==> src/rtl/ahb3lite_pkg.sv <==
// Shared AHB-Lite encodings and arbiter FSM states for the master arbiter.
package ahb3lite_pkg;

   typedef enum logic [1:0] {
      HTRANS_IDLE   = 2'b00,
      HTRANS_BUSY   = 2'b01,
      HTRANS_NONSEQ = 2'b10,
      HTRANS_SEQ    = 2'b11
   } htrans_t;

   localparam logic [2:0] HSIZE_BYTE  = 3'b000;
   localparam logic [2:0] HSIZE_HALF  = 3'b001;
   localparam logic [2:0] HSIZE_WORD  = 3'b010;
   localparam logic [2:0] HSIZE_DWORD = 3'b011;

   localparam logic [2:0] HBURST_SINGLE = 3'b000;
   localparam logic [3:0] HPROT_DEFAULT = 4'b0011;

   typedef enum logic [2:0] {
      ST_IDLE,
      ST_ADDR,
      ST_DATA,
      ST_ERR,
      ST_RSP_ERR
   } arb_state_t;

   // A request is legal when its size fits the bus and its address is size-aligned.
   function automatic logic req_legal(input logic [2:0] size,
                                      input logic [2:0] max_size,
                                      input logic [2:0] addr_lsb);
      logic [7:0] mask;
      mask = (8'd1 << size) - 8'd1;
      return (size <= max_size) && ((addr_lsb & mask[2:0]) == 3'b000);
   endfunction

endpackage

==> src/rtl/ahb3lite_master_arbiter_if.sv <==
// AHB-Lite master-side bus bundle; master modport drives the address/data phase.
interface ahb3lite_master_arbiter_if #(
   parameter int HADDR_SIZE = 32,
   parameter int HDATA_SIZE = 32
);
   logic                  HSEL;
   logic [HADDR_SIZE-1:0] HADDR;
   logic [HDATA_SIZE-1:0] HWDATA;
   logic                  HWRITE;
   logic [2:0]            HSIZE;
   logic [2:0]            HBURST;
   logic [3:0]            HPROT;
   logic [1:0]            HTRANS;
   logic                  HMASTLOCK;
   logic [HDATA_SIZE-1:0] HRDATA;
   logic                  HREADY;
   logic                  HRESP;

   modport master (
      output HSEL, HADDR, HWDATA, HWRITE, HSIZE, HBURST, HPROT, HTRANS, HMASTLOCK,
      input  HRDATA, HREADY, HRESP
   );

   modport slave (
      input  HSEL, HADDR, HWDATA, HWRITE, HSIZE, HBURST, HPROT, HTRANS, HMASTLOCK,
      output HRDATA, HREADY, HRESP
   );
endinterface

==> src/rtl/ahb_req_arbiter.sv <==
// Request selector: one-hot grant plus index. AHB_ARB_RR_EN selects round-robin,
// otherwise fixed priority (lowest index wins) with no pointer register.
module ahb_req_arbiter #(
   parameter int NUM_REQ = 2,
   parameter int IDX_W   = $clog2(NUM_REQ)
) (
   input  logic               HCLK,
   input  logic               HRESETn,
   input  logic [NUM_REQ-1:0] req_valid,
   input  logic               accept,
   output logic [NUM_REQ-1:0] grant,
   output logic [IDX_W-1:0]   grant_idx
);

   logic found;

`ifdef AHB_ARB_RR_EN
   logic [IDX_W-1:0] ptr;
   int               cand;

   always_ff @(posedge HCLK or negedge HRESETn) begin
      if (!HRESETn) begin
         ptr <= IDX_W'(NUM_REQ - 1);
      end else if (accept) begin
         ptr <= grant_idx;
      end
   end

   // Search starts one past the last winner and wraps.
   always_comb begin
      grant_idx = '0;
      found     = 1'b0;
      cand      = 0;
      for (int i = 1; i <= NUM_REQ; i++) begin
         cand = (int'(ptr) + i) % NUM_REQ;
         if (!found && req_valid[IDX_W'(cand)]) begin
            found     = 1'b1;
            grant_idx = IDX_W'(cand);
         end
      end
      grant = '0;
      if (found) grant[grant_idx] = 1'b1;
   end
`else
   logic unused_rr_inputs;
   assign unused_rr_inputs = ^{HCLK, HRESETn, accept};

   always_comb begin
      grant_idx = '0;
      found     = 1'b0;
      for (int i = NUM_REQ - 1; i >= 0; i--) begin
         if (req_valid[i]) begin
            found     = 1'b1;
            grant_idx = IDX_W'(i);
         end
      end
      grant = '0;
      if (found) grant[grant_idx] = 1'b1;
   end
`endif

endmodule

==> src/rtl/ahb3lite_master_arbiter.sv <==
// Shares one AHB-Lite master port between NUM_REQ requesters, one single transfer
// at a time. Arbitration mode is set by AHB_ARB_RR_EN (see ahb_req_arbiter).
//
// state      | meaning
// IDLE       | arbitrate, accept and latch the winning request
// ADDR       | address phase (NONSEQ) until HREADY
// DATA       | data phase, HWDATA held until HREADY
// ERR        | second cycle of an ERROR response
// RSP_ERR    | illegal request, error response without bus activity
module ahb3lite_master_arbiter
   import ahb3lite_pkg::*;
#(
   parameter int HADDR_SIZE = 32,
   parameter int HDATA_SIZE = 32,
   parameter int NUM_REQ    = 2
) (
   input  logic                                HCLK,
   input  logic                                HRESETn,
   input  logic [NUM_REQ-1:0]                  req_valid,
   output logic [NUM_REQ-1:0]                  req_ready,
   input  logic [NUM_REQ-1:0]                  req_write,
   input  logic [NUM_REQ-1:0][HADDR_SIZE-1:0]  req_addr,
   input  logic [NUM_REQ-1:0][HDATA_SIZE-1:0]  req_wdata,
   input  logic [NUM_REQ-1:0][2:0]             req_size,
   output logic [NUM_REQ-1:0]                  rsp_valid,
   output logic [HDATA_SIZE-1:0]               rsp_rdata,
   output logic                                rsp_err,
   ahb3lite_master_arbiter_if.master           ahb
);

   localparam int         IDX_W    = $clog2(NUM_REQ);
   localparam logic [2:0] MAX_SIZE = 3'($clog2(HDATA_SIZE / 8));

   arb_state_t            state, state_nxt;
   logic [NUM_REQ-1:0]    grant;
   logic [IDX_W-1:0]      grant_idx, win_idx;
   logic                  accept, done, done_err;
   logic [HADDR_SIZE-1:0] lat_addr;
   logic [HDATA_SIZE-1:0] lat_wdata;
   logic                  lat_write;
   logic [2:0]            lat_size;

   ahb_req_arbiter #(.NUM_REQ(NUM_REQ), .IDX_W(IDX_W)) u_arb (
      .HCLK      (HCLK),
      .HRESETn   (HRESETn),
      .req_valid (req_valid),
      .accept    (accept),
      .grant     (grant),
      .grant_idx (grant_idx)
   );

   // Gating with HRESETn keeps req_ready at its reset value while reset is held.
   assign accept    = (state == ST_IDLE) && HRESETn && (|req_valid);
   assign req_ready = accept ? grant : '0;

   always_comb begin
      state_nxt = state;
      done      = 1'b0;
      done_err  = 1'b0;
      case (state)
         ST_IDLE: begin
            if (accept) begin
               state_nxt = req_legal(req_size[grant_idx], MAX_SIZE, req_addr[grant_idx][2:0])
                         ? ST_ADDR : ST_RSP_ERR;
            end
         end
         ST_ADDR: begin
            if (ahb.HREADY) state_nxt = ST_ADDR == ST_ADDR ? ST_DATA : ST_IDLE;
         end
         ST_DATA: begin
            if (ahb.HREADY) begin
               state_nxt = ST_IDLE;
               done      = 1'b1;
               done_err  = ahb.HRESP;
            end else if (ahb.HRESP) begin
               state_nxt = ST_ERR;
            end
         end
         ST_ERR: begin
            if (ahb.HREADY) begin
               state_nxt = ST_IDLE;
               done      = 1'b1;
               done_err  = 1'b1;
            end
         end
         ST_RSP_ERR: begin
            state_nxt = ST_IDLE;
            done      = 1'b1;
            done_err  = 1'b1;
         end
         default: state_nxt = ST_IDLE;
      endcase
   end

   always_comb begin
      ahb.HSEL      = (state == ST_ADDR);
      ahb.HTRANS    = (state == ST_ADDR) ? HTRANS_NONSEQ : HTRANS_IDLE;
      ahb.HADDR     = (state == ST_ADDR) ? lat_addr : '0;
      ahb.HWRITE    = (state == ST_ADDR) && lat_write;
      ahb.HSIZE     = (state == ST_ADDR) ? lat_size : '0;
      ahb.HWDATA    = (state == ST_DATA && lat_write) ? lat_wdata : '0;
      ahb.HBURST    = HBURST_SINGLE;
      ahb.HPROT     = HPROT_DEFAULT;
      ahb.HMASTLOCK = 1'b0;
   end

   always_ff @(posedge HCLK or negedge HRESETn) begin
      if (!HRESETn) begin
         state     <= ST_IDLE;
         win_idx   <= '0;
         lat_addr  <= '0;
         lat_wdata <= '0;
         lat_write <= 1'b0;
         lat_size  <= '0;
         rsp_valid <= '0;
         rsp_rdata <= '0;
         rsp_err   <= 1'b0;
      end else begin
         state     <= state_nxt;
         rsp_valid <= '0;
         rsp_err   <= done && done_err;
         if (accept) begin
            win_idx   <= grant_idx;
            lat_addr  <= req_addr[grant_idx];
            lat_wdata <= req_wdata[grant_idx];
            lat_write <= req_write[grant_idx];
            lat_size  <= req_size[grant_idx];
         end
         if (done) begin
            rsp_valid[win_idx] <= 1'b1;
            if (!done_err && !lat_write) rsp_rdata <= ahb.HRDATA;
         end
      end
   end

endmodule

==> src/flat_wrapper.sv <==
// flat-port wrapper written by rule: the top's interface ports become plain ports
module ahb3lite_master_arbiter_flat import ahb3lite_pkg::*;
#(
   parameter int HADDR_SIZE = 32,
   parameter int HDATA_SIZE = 32,
   parameter int NUM_REQ    = 2
)
  (HCLK, HRESETn, req_valid, req_ready, req_write, req_addr, req_wdata, req_size, rsp_valid, rsp_rdata, rsp_err, ahb_HSEL, ahb_HADDR, ahb_HWDATA, ahb_HWRITE, ahb_HSIZE, ahb_HBURST, ahb_HPROT, ahb_HTRANS, ahb_HMASTLOCK, ahb_HRDATA, ahb_HREADY, ahb_HRESP);
  ahb3lite_master_arbiter_if #(.HADDR_SIZE(HADDR_SIZE), .HDATA_SIZE(HDATA_SIZE)) ahb_i ();
  input  logic HCLK;
  input  logic HRESETn;
  input  logic [NUM_REQ-1:0] req_valid;
  output logic [NUM_REQ-1:0] req_ready;
  input  logic [NUM_REQ-1:0] req_write;
  input  logic [NUM_REQ-1:0][HADDR_SIZE-1:0] req_addr;
  input  logic [NUM_REQ-1:0][HDATA_SIZE-1:0] req_wdata;
  input  logic [NUM_REQ-1:0][2:0] req_size;
  output logic [NUM_REQ-1:0] rsp_valid;
  output logic [HDATA_SIZE-1:0] rsp_rdata;
  output logic rsp_err;
  output wire logic [$bits(ahb_i.HSEL)-1:0] ahb_HSEL;
  output wire logic [$bits(ahb_i.HADDR)-1:0] ahb_HADDR;
  output wire logic [$bits(ahb_i.HWDATA)-1:0] ahb_HWDATA;
  output wire logic [$bits(ahb_i.HWRITE)-1:0] ahb_HWRITE;
  output wire logic [$bits(ahb_i.HSIZE)-1:0] ahb_HSIZE;
  output wire logic [$bits(ahb_i.HBURST)-1:0] ahb_HBURST;
  output wire logic [$bits(ahb_i.HPROT)-1:0] ahb_HPROT;
  output wire logic [$bits(ahb_i.HTRANS)-1:0] ahb_HTRANS;
  output wire logic [$bits(ahb_i.HMASTLOCK)-1:0] ahb_HMASTLOCK;
  input wire logic [$bits(ahb_i.HRDATA)-1:0] ahb_HRDATA;
  input wire logic [$bits(ahb_i.HREADY)-1:0] ahb_HREADY;
  input wire logic [$bits(ahb_i.HRESP)-1:0] ahb_HRESP;
  assign ahb_HSEL = ahb_i.HSEL;
  assign ahb_HADDR = ahb_i.HADDR;
  assign ahb_HWDATA = ahb_i.HWDATA;
  assign ahb_HWRITE = ahb_i.HWRITE;
  assign ahb_HSIZE = ahb_i.HSIZE;
  assign ahb_HBURST = ahb_i.HBURST;
  assign ahb_HPROT = ahb_i.HPROT;
  assign ahb_HTRANS = ahb_i.HTRANS;
  assign ahb_HMASTLOCK = ahb_i.HMASTLOCK;
  assign ahb_i.HRDATA = ahb_HRDATA;
  assign ahb_i.HREADY = ahb_HREADY;
  assign ahb_i.HRESP = ahb_HRESP;
  ahb3lite_master_arbiter #(.HADDR_SIZE(HADDR_SIZE), .HDATA_SIZE(HDATA_SIZE), .NUM_REQ(NUM_REQ)) u_core (.HCLK(HCLK), .HRESETn(HRESETn), .req_valid(req_valid), .req_ready(req_ready), .req_write(req_write), .req_addr(req_addr), .req_wdata(req_wdata), .req_size(req_size), .rsp_valid(rsp_valid), .rsp_rdata(rsp_rdata), .rsp_err(rsp_err), .ahb(ahb_i));
endmodule
==> config.mk <==
export PLATFORM = sky130hd
export DESIGN_NAME = ahb3lite_master_arbiter_flat
export DESIGN_NICKNAME = d
export VERILOG_FILES = /design/src/rtl/ahb3lite_pkg.sv /design/src/rtl/ahb3lite_master_arbiter_if.sv /design/src/rtl/ahb_req_arbiter.sv /design/src/rtl/ahb3lite_master_arbiter.sv /design/src/flat_wrapper.sv
export SDC_FILE = /design/constraint.sdc
export NUM_CORES = 1
export LEC_CHECK = 0
export CORE_ASPECT_RATIO = 0.9
export CORE_MARGIN = 4
export CORE_UTILIZATION = 40
export DETAILED_ROUTE_END_ITERATION = 8
export PLACE_DENSITY = 0.86
export SYNTH_ARGS = -nofsm -noshare
export SYNTH_HDL_FRONTEND = slang
export SYNTH_SLANG_ARGS = --single-unit
==> constraint.sdc <==
create_clock -name HCLK -period 2.3 [get_ports HCLK]
set_input_delay 0.345 -clock HCLK [delete_from_list [all_inputs] [get_ports HCLK]]
set_output_delay 0.345 -clock HCLK [all_outputs]
set_load 0.005 [all_outputs]
# Yosys cells after proc, flatten, opt, wreduce, memory -nomap -nowiden

Index checks and enable logic that the tools add are counted.

Add/sub/neg operators: 1
Order comparisons: 5
Equality and inequality tests: 8
Shifts and indexed selects: 1
Muxes and demuxes: 33
Bitwise operators: 1
Reduce and logical (&&, ||, !) cells: 17

Operator list:

| cell                                                           | count |
|---|---|
| 2-to-1 mux 32 bit                                              | 6 |
| 2-to-1 mux 3 bit                                               | 9 |
| case mux 3 bit (4 select lines)                                | 1 |
| logical AND 1 bit                                              | 9 |
| 2-to-1 mux 1 bit                                               | 9 |
| 2-to-1 mux 2 bit                                               | 4 |
| equality test 3 x 2 -> 1 bit, second input constant            | 2 |
| logical NOT 3 bit                                              | 2 |
| less-than comparator 1 x 2 -> 1 bit, second input constant     | 2 |
| != test 2 x 1 -> 1 bit, second input constant                  | 2 |
| AND reduction 4 bit                                            | 1 |
| OR reduction 2 bit                                             | 2 |
| AND 3 bit                                                      | 1 |
| equality test 3 x 1 -> 1 bit, second input constant            | 1 |
| equality test 3 bit, second input constant                     | 1 |
| less-or-equal comparator 3 x 2 -> 1 bit, second input constant | 1 |
| != test 3 bit, second input constant                           | 1 |
| case mux 1 bit (3 select lines)                                | 1 |
| left shift 1 x 3 -> 3 bit, first input constant                | 1 |
| subtractor 3 x 1 -> 3 bit, second input constant               | 1 |
| demux 1 bit (select 1 bit)                                     | 2 |
| greater-or-equal comparator 1 bit, second input constant       | 2 |
| logical NOT 1 bit                                              | 2 |
| != test 2 bit, second input constant                           | 1 |
| 2 further kinds                                                | 2 |

Register bits: 107
Input bits: 174
Word-level logic and storage cells: 75

# Longest topological paths before layout

Gate-level depths: netlist of run 1.

Depth in word-level cells: 12
Mapped depth: 9
Depth with buffers taken out: 8

# By module

A second synthesis of run 1 with hierarchy kept.

Cell total of the unflattened synthesis: 498
Area, all modules: 5390.2 µm²

Modules (own cells, without submodules):

| module                  | times used | cells each | area each (µm²) | sequential area each (µm²) |
|---|---|---|---|---|
| ahb3lite_master_arbiter | 1          | 495        | 5372.7          | 2677.6 |
| ahb_req_arbiter         | 1          | 3          | 17.5            | 0.0 |

# Worst setup path before layout of run 1

OpenSTA, ideal clock, no wires.

Path kind: input-to-reg
From: input port req_valid[0]
To: register u_core.state[0]
Library setup time: 0.120 ns
Arrival time: 2.153 ns
Data required time: 2.180 ns
Slack: 0.027 ns
Stages: 9
Cell sequence: nand2b_1 -> buf_4 -> buf_2 -> mux2i_1 -> or2_2 -> ha_1 -> or3_1 -> a21o_1 -> a31o_2

Longest elaborated chain between the ends: 11
Elaborated cells between the ends (all ways): 18
Classes of those cells: add/sub (1); order compare (1); eq/ne (1); shift (1); mux (8); bitwise (1); reduce/logical (5)

Ends and longest elaborated chain:

| item                                                 | RTL line                       | source |
|---|---|---|
| start, declared                                      | flat_wrapper.sv:12             | `input logic [NUM_REQ-1:0] req_valid;` |
| 2-to-1 mux 1 bit                                     | ahb_req_arbiter.sv:52          | `if (req_valid[i]) begin` |
| 2-to-1 mux 3 bit (not written as such) (2 in series) | ahb3lite_master_arbiter.sv:63  | `state_nxt = req_legal(req_size[grant_idx], MAX_SIZE, req_addr[grant_idx][2:0])` |
| left shift 1 x 3 -> 3 bit                            | ahb3lite_pkg.sv:32             | `mask = (8'd1 << size) - 8'd1;` |
| subtractor 3 x 1 -> 3 bit                            | ahb3lite_pkg.sv:32             |  |
| AND 3 bit                                            | ahb3lite_pkg.sv:33             | `return (size <= max_size) && ((addr_lsb & mask[2:0]) == 3'b000);` |
| logical NOT 3 bit                                    | ahb3lite_pkg.sv:33             |  |
| logical AND 1 bit                                    | ahb3lite_pkg.sv:33             |  |
| 2-to-1 mux 3 bit                                     | ahb3lite_master_arbiter.sv:64  | `? ST_ADDR : ST_RSP_ERR;` |
| 2-to-1 mux 3 bit                                     | ahb3lite_master_arbiter.sv:62  | `if (accept) begin` |
| case mux 3 bit (4 select lines)                      | ahb3lite_master_arbiter.sv:60  | `case (state)` |
| end signal, assigned                                 | ahb3lite_master_arbiter.sv:119 | `state <= state_nxt;` |
| end, declared                                        | ahb3lite_master_arbiter.sv:34  | `arb_state_t state, state_nxt;` |

Several ways; a longest one is shown, not always the timed one. The select of a mux whose other input is x is not followed.
A chain may end at the register's enable or synchronous reset.

# Worst setup path in the final report of run 1

Ends and elaborated chain as after synthesis.

==> impl_results.md, run 1 <==
- Die area: roughly 15000 um^2
- Aggregate global-route resource usage: 0.2025
- Fraction of the cycle the final worst path needs: 0.9788
- Number of input and output port buffers inserted: 280
- Most congested layer reported by global routing: met2
- Area share of the largest cell type after synthesis: 0.4950
- Max frequency: between 0.4 and 0.5 GHz
- GRT met1 Usage: 0.2413
- Clock-pin slew on the worst setup and hold paths: roughly 0.08 ns
- Clock network latency to the later pin of the worst-skew pair: between 0.3 and 0.4 ns
- FF-to-FF path depth: 5
- Top cell type by total area after synthesis: dfrtp_1
- Final count of negative-setup-slack endpoints: 0
- CTS H-tree depth: 3
- Startpoint class of the critical path: input port
- Cell family with most CP delay: simple AND/OR/NAND/NOR gates
- Router iterations before antenna repair: 4
- Die extent in y: around 120 um
- HPWL after detailed placement: between 10 and 15 mm
- Crit path arrival time: between 2 and 2.5 ns
- Setup TNS Final: 0 ns
- Reg-to-reg setup timing slack: 0.18 ns
- Critical path peak fanout: 5
- Wire length of the first global-routing pass: 24.90 mm
- Kind of path behind the tightest hold check: input port to asynchronous set/reset pin
- Clock root buffer: clkbuf_16
- Proportion of synthesized chip area in sequential cells: 0.4950
- Crit. path cell count: 9
- Die X-Extent: 130.6 um
- Routed Wire Length: 16.44 mm
- Crit path from: req_valid[0]
- Peak ir drop on the vdd network: 0.5167 mV
- Total leakage power: roughly 0.005 uW
- Mean area per synthesized cell: roughly 11 um^2
- Max-Cap Viols: 0
- Result of the run: completed
- Via/cell ratio: ~4.8
- Initial core utilization: 0.4063
- Row Count: 40
- Worst hold margin: about 0.16 ns
- Area contributors post-synth: dfrtp_1, mux2i_1, mux2_4
- Worst-Margin Slew: 0.7180 ns
- Delay contributed by the slowest stage of the critical path: ~0.42 ns
- Nature of the critical path endpoint: flip-flop
- Post-layout utilization of the core: 0.6723
- Total gr overflow: 0
- Post-layout net count: 970
- Clock tree from TritonCTS: built
- Critical path required time: between 2 and 3 ns
- Layout cell share with drive strength beyond 1: 0.1350
- Number of enable flip-flop cells after synthesis: 0
- Synth Flop Type: dfrtp_1
- Reg-to-Reg End: u_core.rsp_rdata[18]
- Initial antenna violation count: 0
- Master of the slowest instance on the critical path: clkdlybuf4s50_1
- Via count of the routed design: approximately 4.7k
- Post-DR wirelength/cell: around 17 um
- Vias in the first global route: 4817
- Worst setup path category: input port to flip-flop
- Endpoint of the worst setup timing path: u_core.state[0]
- Share of flip-flops with an asynchronous set or reset: 1.000
- Placeable core region: 13310 um^2
- CP cell instances: clkdlybuf4s50_1 -> nand2b_4 -> buf_12 -> mux2i_1 -> or2_2 -> ha_1 -> or3_1 -> a21o_1 -> a31o_2
- Sinks on Clock Net: 107
- Total clock buffers created by CTS: 9
- Period minus WS final: approximately 2.3 ns
- Number of instances in the synthesized netlist: 498
- Weighted congestion reported at the end of routability-driven placement: 0.8207
- Count of unique library cells instantiated by Yosys: 32
- Worst setup margin: between 0.04 and 0.05 ns
- Count of antenna diodes in the layout: 0
- Met3 routing resource usage after global routing: 0.07501
- Residual DRC count: 0
- Warnings from Yosys: 0
- Layout Area Growth over Synthesis: 65.46%
- First DRT Iteration DRCs: 231
- Total power after layout: 5685 uW
- Slew headroom: 0.5214
- Sum of buffers and inverters on the critical path: 2
- Number of top-level design ports: 290
- Pin count of the biggest net entering global routing: 75
- Max Slew Vio Count: 0
- Ratio of total power to cell area: approximately 640 nW/um^2
- Hold violation count in the final report: 0
- Met2 Track Usage GR: 0.3495
- Setup Skew: between 0.007 and 0.008 ns
- Number of nets with antenna violations after routing: 0
- Synthesized flop and latch total: 107
- Mapped Area: between 5000 and 6000 um^2
- Worst reg2reg startpoint: u_core.state[2]
- Total of hold buffers inserted after clock tree synthesis: 0
- Post-placement worst setup slack: -0.3452 ns
- Maximum buffer depth of the clock tree: 2
-- synth_stat cells (2+ instances only) --
library cell,n
mux2_4,30
conb_1,2
and2_1,70
mux2i_1,69
nor2b_1,2
buf_12,3
clkbuf_1,16
dfrtp_1,107
buf_4,11
mux2_2,3
a21oi_1,5
nor2_1,8
nand3b_1,2
nand2_1,71
buf_2,12
o21ai_0,71
-- registers in the layout (all words and copies together) (netlist names) --
register and count:
u_core.rsp_valid 2, u_core.lat_addr 32, u_core.lat_write 1, u_core.rsp_rdata 32
u_core.rsp_err 1, u_core.state 3, u_core.lat_size 3, u_core.win_idx 1
u_core.lat_wdata 32
-- worst min-delay path by stage --
stage	from	endpoint	slack [ns]
3_5_place_dp	u_core.lat_wdata[25]	u_core.lat_wdata[25]	0.46
2_1_floorplan	HRESETn	u_core.lat_addr[0]	0.05
5_1_grt	HRESETn	u_core.rsp_rdata[1]	0.21
4_1_cts	HRESETn	u_core.lat_addr[18]	0.17
3_3_place_gp	u_core.lat_addr[25]	u_core.lat_addr[25]	0.45
6_report	HRESETn	u_core.lat_addr[18]	0.16
-- area by class of cell --
class,instances,area [um^2]
Fill cell,999,4363
Tap cell,168,210.2
Clock buffer,10,239.0
Timing Repair Buffer,322,3217
Sequential cell,107,2681
Multi-Input combinational cell,355,2530
Clock inverter,6,72.57
-- stage by stage --
stage | instances | cell area (um^2)
global route | 968 | 8950
CTS | 960 | 8822
finish | 968 | 8950
detailed placement | 930 | 8424
global placement | 930 | 8424
floorplan | 505 | 5435
-- logic make-up after synthesis --
| kind of cell | share of synthesized area |
|---|---|
| AND/OR/NAND/NOR | 0.1557 |
| flip-flops | 0.4950 |
| multiplexers | 0.2172 |
| AO/OA/AOI/OAI | 0.07773 |
| buffers and inverters | 0.05066 |
| other | 0.001388 |
| adder cells (fa/ha/maj) | 0.002313 |
-- layer usage --
layer	share of wire	wire length (um)	vias up
li1	-	-	2255
met1	0.41	6731	2189
met2	0.50	8150	196
met3	0.084	1375	11
met4	0.011	181	0
met5	0	0	-
-- cells in the final DEF, fill, tap and decap left out, drive strengths merged, types with 16 or more instances in the layout --
cell type	count
o21ai	71
clkdlybuf4s50	207
mux2i	69
dlymetal6s2s	22
and2	70
clkbuf	16
buf	42
nand2	71
dfrtp	107
dlygate4sd2	40
mux2	33
-- power by group --
group,switching (uW),leakage (uW),internal (uW)
sequential,239,0.00136,2340
clock,716,0.000149,884
combinational,563,0.00334,943
total,1520,0.00486,4170
-- what timing repair did --
action | 4_1_cts | 5_1_grt
pin swaps | 3 | 3
gates resized for setup | 66 | 39
buffers inserted | 11 | 7
gates cloned | 3 | 1
endpoints found under the setup margin | 71 | 22
(Power assumes the default switching activity.)
==> run 2: changes to the inputs <==
--- a/config.mk
+++ b/config.mk
@@ -12,4 +12,5 @@
 export PLACE_DENSITY = 0.86
 export SYNTH_ARGS = -nofsm -noshare
 export SYNTH_HDL_FRONTEND = slang
+export SYNTH_HIERARCHICAL = 1
 export SYNTH_SLANG_ARGS = --single-unit
==> impl_results.md, run 2 <==
- Worst setup path category: flip-flop to primary output
- Startpoint class of the critical path: flip-flop
- Final count of negative-setup-slack endpoints: 0 (unchanged)
- Top cell type by total area after synthesis: dfrtp_1
- Reg-to-Reg End: u_core/rsp_rdata[23]
- Filler Cell Count: 995 (-0.40%)
- Worst-Margin Slew: 0.7090 ns (-0.008954 ns)
- Met3 wirelength from detailed routing: 1.432 mm (+4.1%)
- Crit path arrival time: 1.89 ns (-0.60 ns)
- Post-placement worst setup slack: -0.3197 ns (+0.02551 ns)
- Wire length of the first global-routing pass: 25.50 mm (+2.4%)
- Number of top-level design ports: 290 (unchanged)
- Number of instances in the synthesized netlist: 498 (unchanged)
- CTS H-tree depth: 3 (unchanged)
- Commonest non-fill, non-tap cell in the layout: clkdlybuf4s50_1
- Via count of the routed design: 4735 (+1.8%)
- Weighted congestion reported at the end of routability-driven placement: 0.7917 (-3.5%)
- Residual DRC count: 0 (unchanged)
- Clock tree from TritonCTS: built
- Cell Count Post-Placement: 921 (-0.97%)
- Max-Cap Viols: 0 (unchanged)
- Row Count: 39 (-2.5%)
- Hold violation count in the final report: 0 (unchanged)
- Registers with the highest flip-flop counts: u_core/lat_addr: 32 flops, u_core/lat_wdata: 32 flops, u_core/rsp_rdata: 32 flops
- FF-to-FF path depth: 6 (+1)
- Proportion of synthesized chip area in sequential cells: 0.4968 (+0.001724)
- Area taken by flip-flops and latches: 2681 um^2 (unchanged)
- Commonest cells after routing, fill and taps aside: clkdlybuf4s50_1, dfrtp_1, nor2_1, a21oi_1, and2_1
- Total gr overflow: 0 (unchanged)
- Worst setup margin: 0.06071 ns (+0.01200 ns)
- Warnings from Yosys: 6 (+6)
- Placeable core region: 12930 um^2 (-2.9%)
- Number of nets with antenna violations after routing: 0 (unchanged)
- Kind of path behind the tightest hold check: input port to asynchronous set/reset pin
- Crit path from: u_core/state[2]
- Total power after layout: 5553 uW (-2.3%)
- Clock root buffer: clkbuf_16
- Total of hold buffers inserted after clock tree synthesis: 0 (unchanged)
- HPWL after detailed placement: 12.34 mm (+3.7%)
- Layout cell share with drive strength beyond 1: 0.1572 (+0.02216)
- Critical path peak fanout: 19 (+14)
- Post-layout utilization of the core: 0.6803 (+0.008036)
- Slew headroom: 0.5273 (+0.005969)
- Area share of the largest cell type after synthesis: 0.4968 (+0.001724)
- Area contributors post-synth: dfrtp_1, mux2i_1, mux2_4
- Count leader, synth: dfrtp_1
- Count of unique library cells instantiated by Yosys: 32 (unchanged)
- Max frequency: 0.4466 GHz (+0.54%)
- Nature of the critical path endpoint: primary output
- Die extent in y: 118.1 um (-0.16%)
- Leading post-synthesis cells by instance count: dfrtp_1, nor2_1, and2_1, a21oi_1, mux2i_1
- Layout Area Growth over Synthesis: 63.21%
- Setup Skew: 0.006918 ns (-0.0005230 ns)
- Initial antenna violation count: 0 (unchanged)
- Clock network latency to the later pin of the worst-skew pair: 0.35 ns (about the same)
- Post-layout net count: 959 (-1.1%)
- Total clock buffers created by CTS: 9 (unchanged)
- Mapped Area: 5390 um^2 (-0.35%)
- Reg-to-reg setup timing slack: 0.11 ns (-0.07 ns)
- Top layer reached by signal wires: met4
- Result of the run: completed
- First DRT Iteration DRCs: 184 (-20%)
- Count of antenna diodes in the layout: 0 (unchanged)
- Setup TNS Final: 0 ns (unchanged)
- Die area: 15400 um^2 (-0.33%)
- Synth Flop Type: dfrtp_1
- Pin count of the biggest net entering global routing: 64 (-15%)
- Sinks on Clock Net: 107 (unchanged)
- Critical path required time: 1.96 ns (-0.57 ns)
- Routed metal-1 wirelength: 6.004 mm (-11%)
- Initial core utilization: 0.4168 (+0.01054)
- Clock-pin slew on the worst setup and hold paths: 0.07 ns (about the same)
- Period minus WS final: 2.239 ns (-0.01200 ns)
- Ratio of total power to cell area: 631.3 nW/um^2 (-0.62%)
- Via/cell ratio: 4.969 (+3.4%)
- Area of the multi-input gates: 2554 um^2 (+0.94%)
- Worst reg2reg startpoint: u_core/state[2]
- Post-DR wirelength/cell: 17.49 um (+3.0%)
- Fraction of the cycle the final worst path needs: 0.9736 (-0.005219)
- Aggregate global-route resource usage: 0.2102 (+0.007727)
- Maximum buffer depth of the clock tree: 2 (unchanged)
- Routed met2 length: 8.601 mm (+5.5%)
- Routed Wire Length: 16.67 mm (+1.4%)
- Max Slew Vio Count: 0 (unchanged)
- Synthesized flop and latch total: 107 (unchanged)
- Non-filler instance count after layout: 953 (-1.5%)
- Number of input and output port buffers inserted: 280 (unchanged)
- Total leakage power: 0.004181 uW (-14%)
- Vias in the first global route: 5096 (+5.8%)
- Die X-Extent: 130.4 um (-0.16%)
- Mean area per synthesized cell: 10.82 um^2 (-0.35%)
- Router iterations before antenna repair: 6 (+2)
- Peak ir drop on the vdd network: 0.4174 mV (-19%)
- Number of enable flip-flop cells after synthesis: 0 (unchanged)
- Share of flip-flops with an asynchronous set or reset: 1.000 (unchanged)
run 2: cell count changes in the layout (fill, tap and decap cells not counted), sizes merged, moves of 3 or more:
cell and delta:
dlymetal6s2s -11, nand2 -70, buf -10, clkbuf +21
a21oi +65, clkdlybuf4s15 -3, o21ai -68, nor2 +64
dlygate4sd2 -8
run 2: final cells by class:
cell class / instances / share of cell area
Sequential cell: 107 / 0.3048
Clock inverter: 7 / 0.01124
Timing Repair Buffer: 314 / 0.3448
Clock buffer: 9 / 0.02560
Tap cell: 164 / 0.02333
Multi-Input combinational cell: 352 / 0.2903
run 2: logic make-up after synthesis:
kind of cell               count (synthesis)  synth area share
and+or+nand+nor                          164            0.1623
other                                      2          0.001393
AOI/OAI and AO/OA                         76           0.07242
DFF                                      107            0.4968
buffers and inverters                     46           0.04689
muxes                                    101            0.2161
adders and majority gates                  2          0.004178
run 2: stage by stage:
step,hold slack (ns),area (um^2)
after floorplan,0.04941,5421
after global placement,0.4237,8387
after CTS,0.1479,8792
after global routing,0.2038,8797
after detailed placement,0.4325,8387
final,0.1370,8797
run 2: critical path, stage by stage, from the launching register on:
cell and delay, ns:
dfrtp_2 0.43, buf_4 0.15, nor3b_4 0.25, buf_4 0.15
buf_4 0.11, clkbuf_16 0.16, and2_1 0.15, clkbuf_2 0.13
run 2: per-layer routing:
metal	global-route usage	vias up
met4	0.09383	0
met1	0.2264	2227
met3	0.06125	50
met5	0	-
met2	0.3763	217
li1	-	2241
run 2: timing repair:
action | 4_1_cts | 5_1_grt
setup buffers | 9 | 4
pin swaps | 1 | 3
setup endpoints to repair | 69 | 21
cloned | 2 | 1
gates resized for setup | 75 | 67
run 2: worst max path at each step:
stage	end	slack (ns)	cells after the start
after floorplan	u_core/state[2]	0.02	11
after global routing	ahb_HADDR[27]	-0.02	7
after CTS	ahb_HADDR[10]	-0.16	5
after global placement	u_core/state[2]	-0.19	9
final	ahb_HADDR[27]	0.06	7
after detailed placement	u_core/state[2]	-0.32	9
run 2: power by group:
part	leakage, uW	total (uW)	switching [uW]	internal [uW]
Combinational	0.00275	1430	567	859
Sequential	0.00128	2500	211	2290
Clock	0.000154	1630	753	877
Total	0.00418	5550	1530	4020
==> run 3: changes to the inputs <==
--- a/config.mk
+++ b/config.mk
@@ -12,5 +12,4 @@
 export PLACE_DENSITY = 0.86
 export SYNTH_ARGS = -nofsm -noshare
 export SYNTH_HDL_FRONTEND = slang
-export SYNTH_HIERARCHICAL = 1
 export SYNTH_SLANG_ARGS = --single-unit
==> results of run 3 <==
No change in the layout: final DEF, timing and power equal those of run 1.
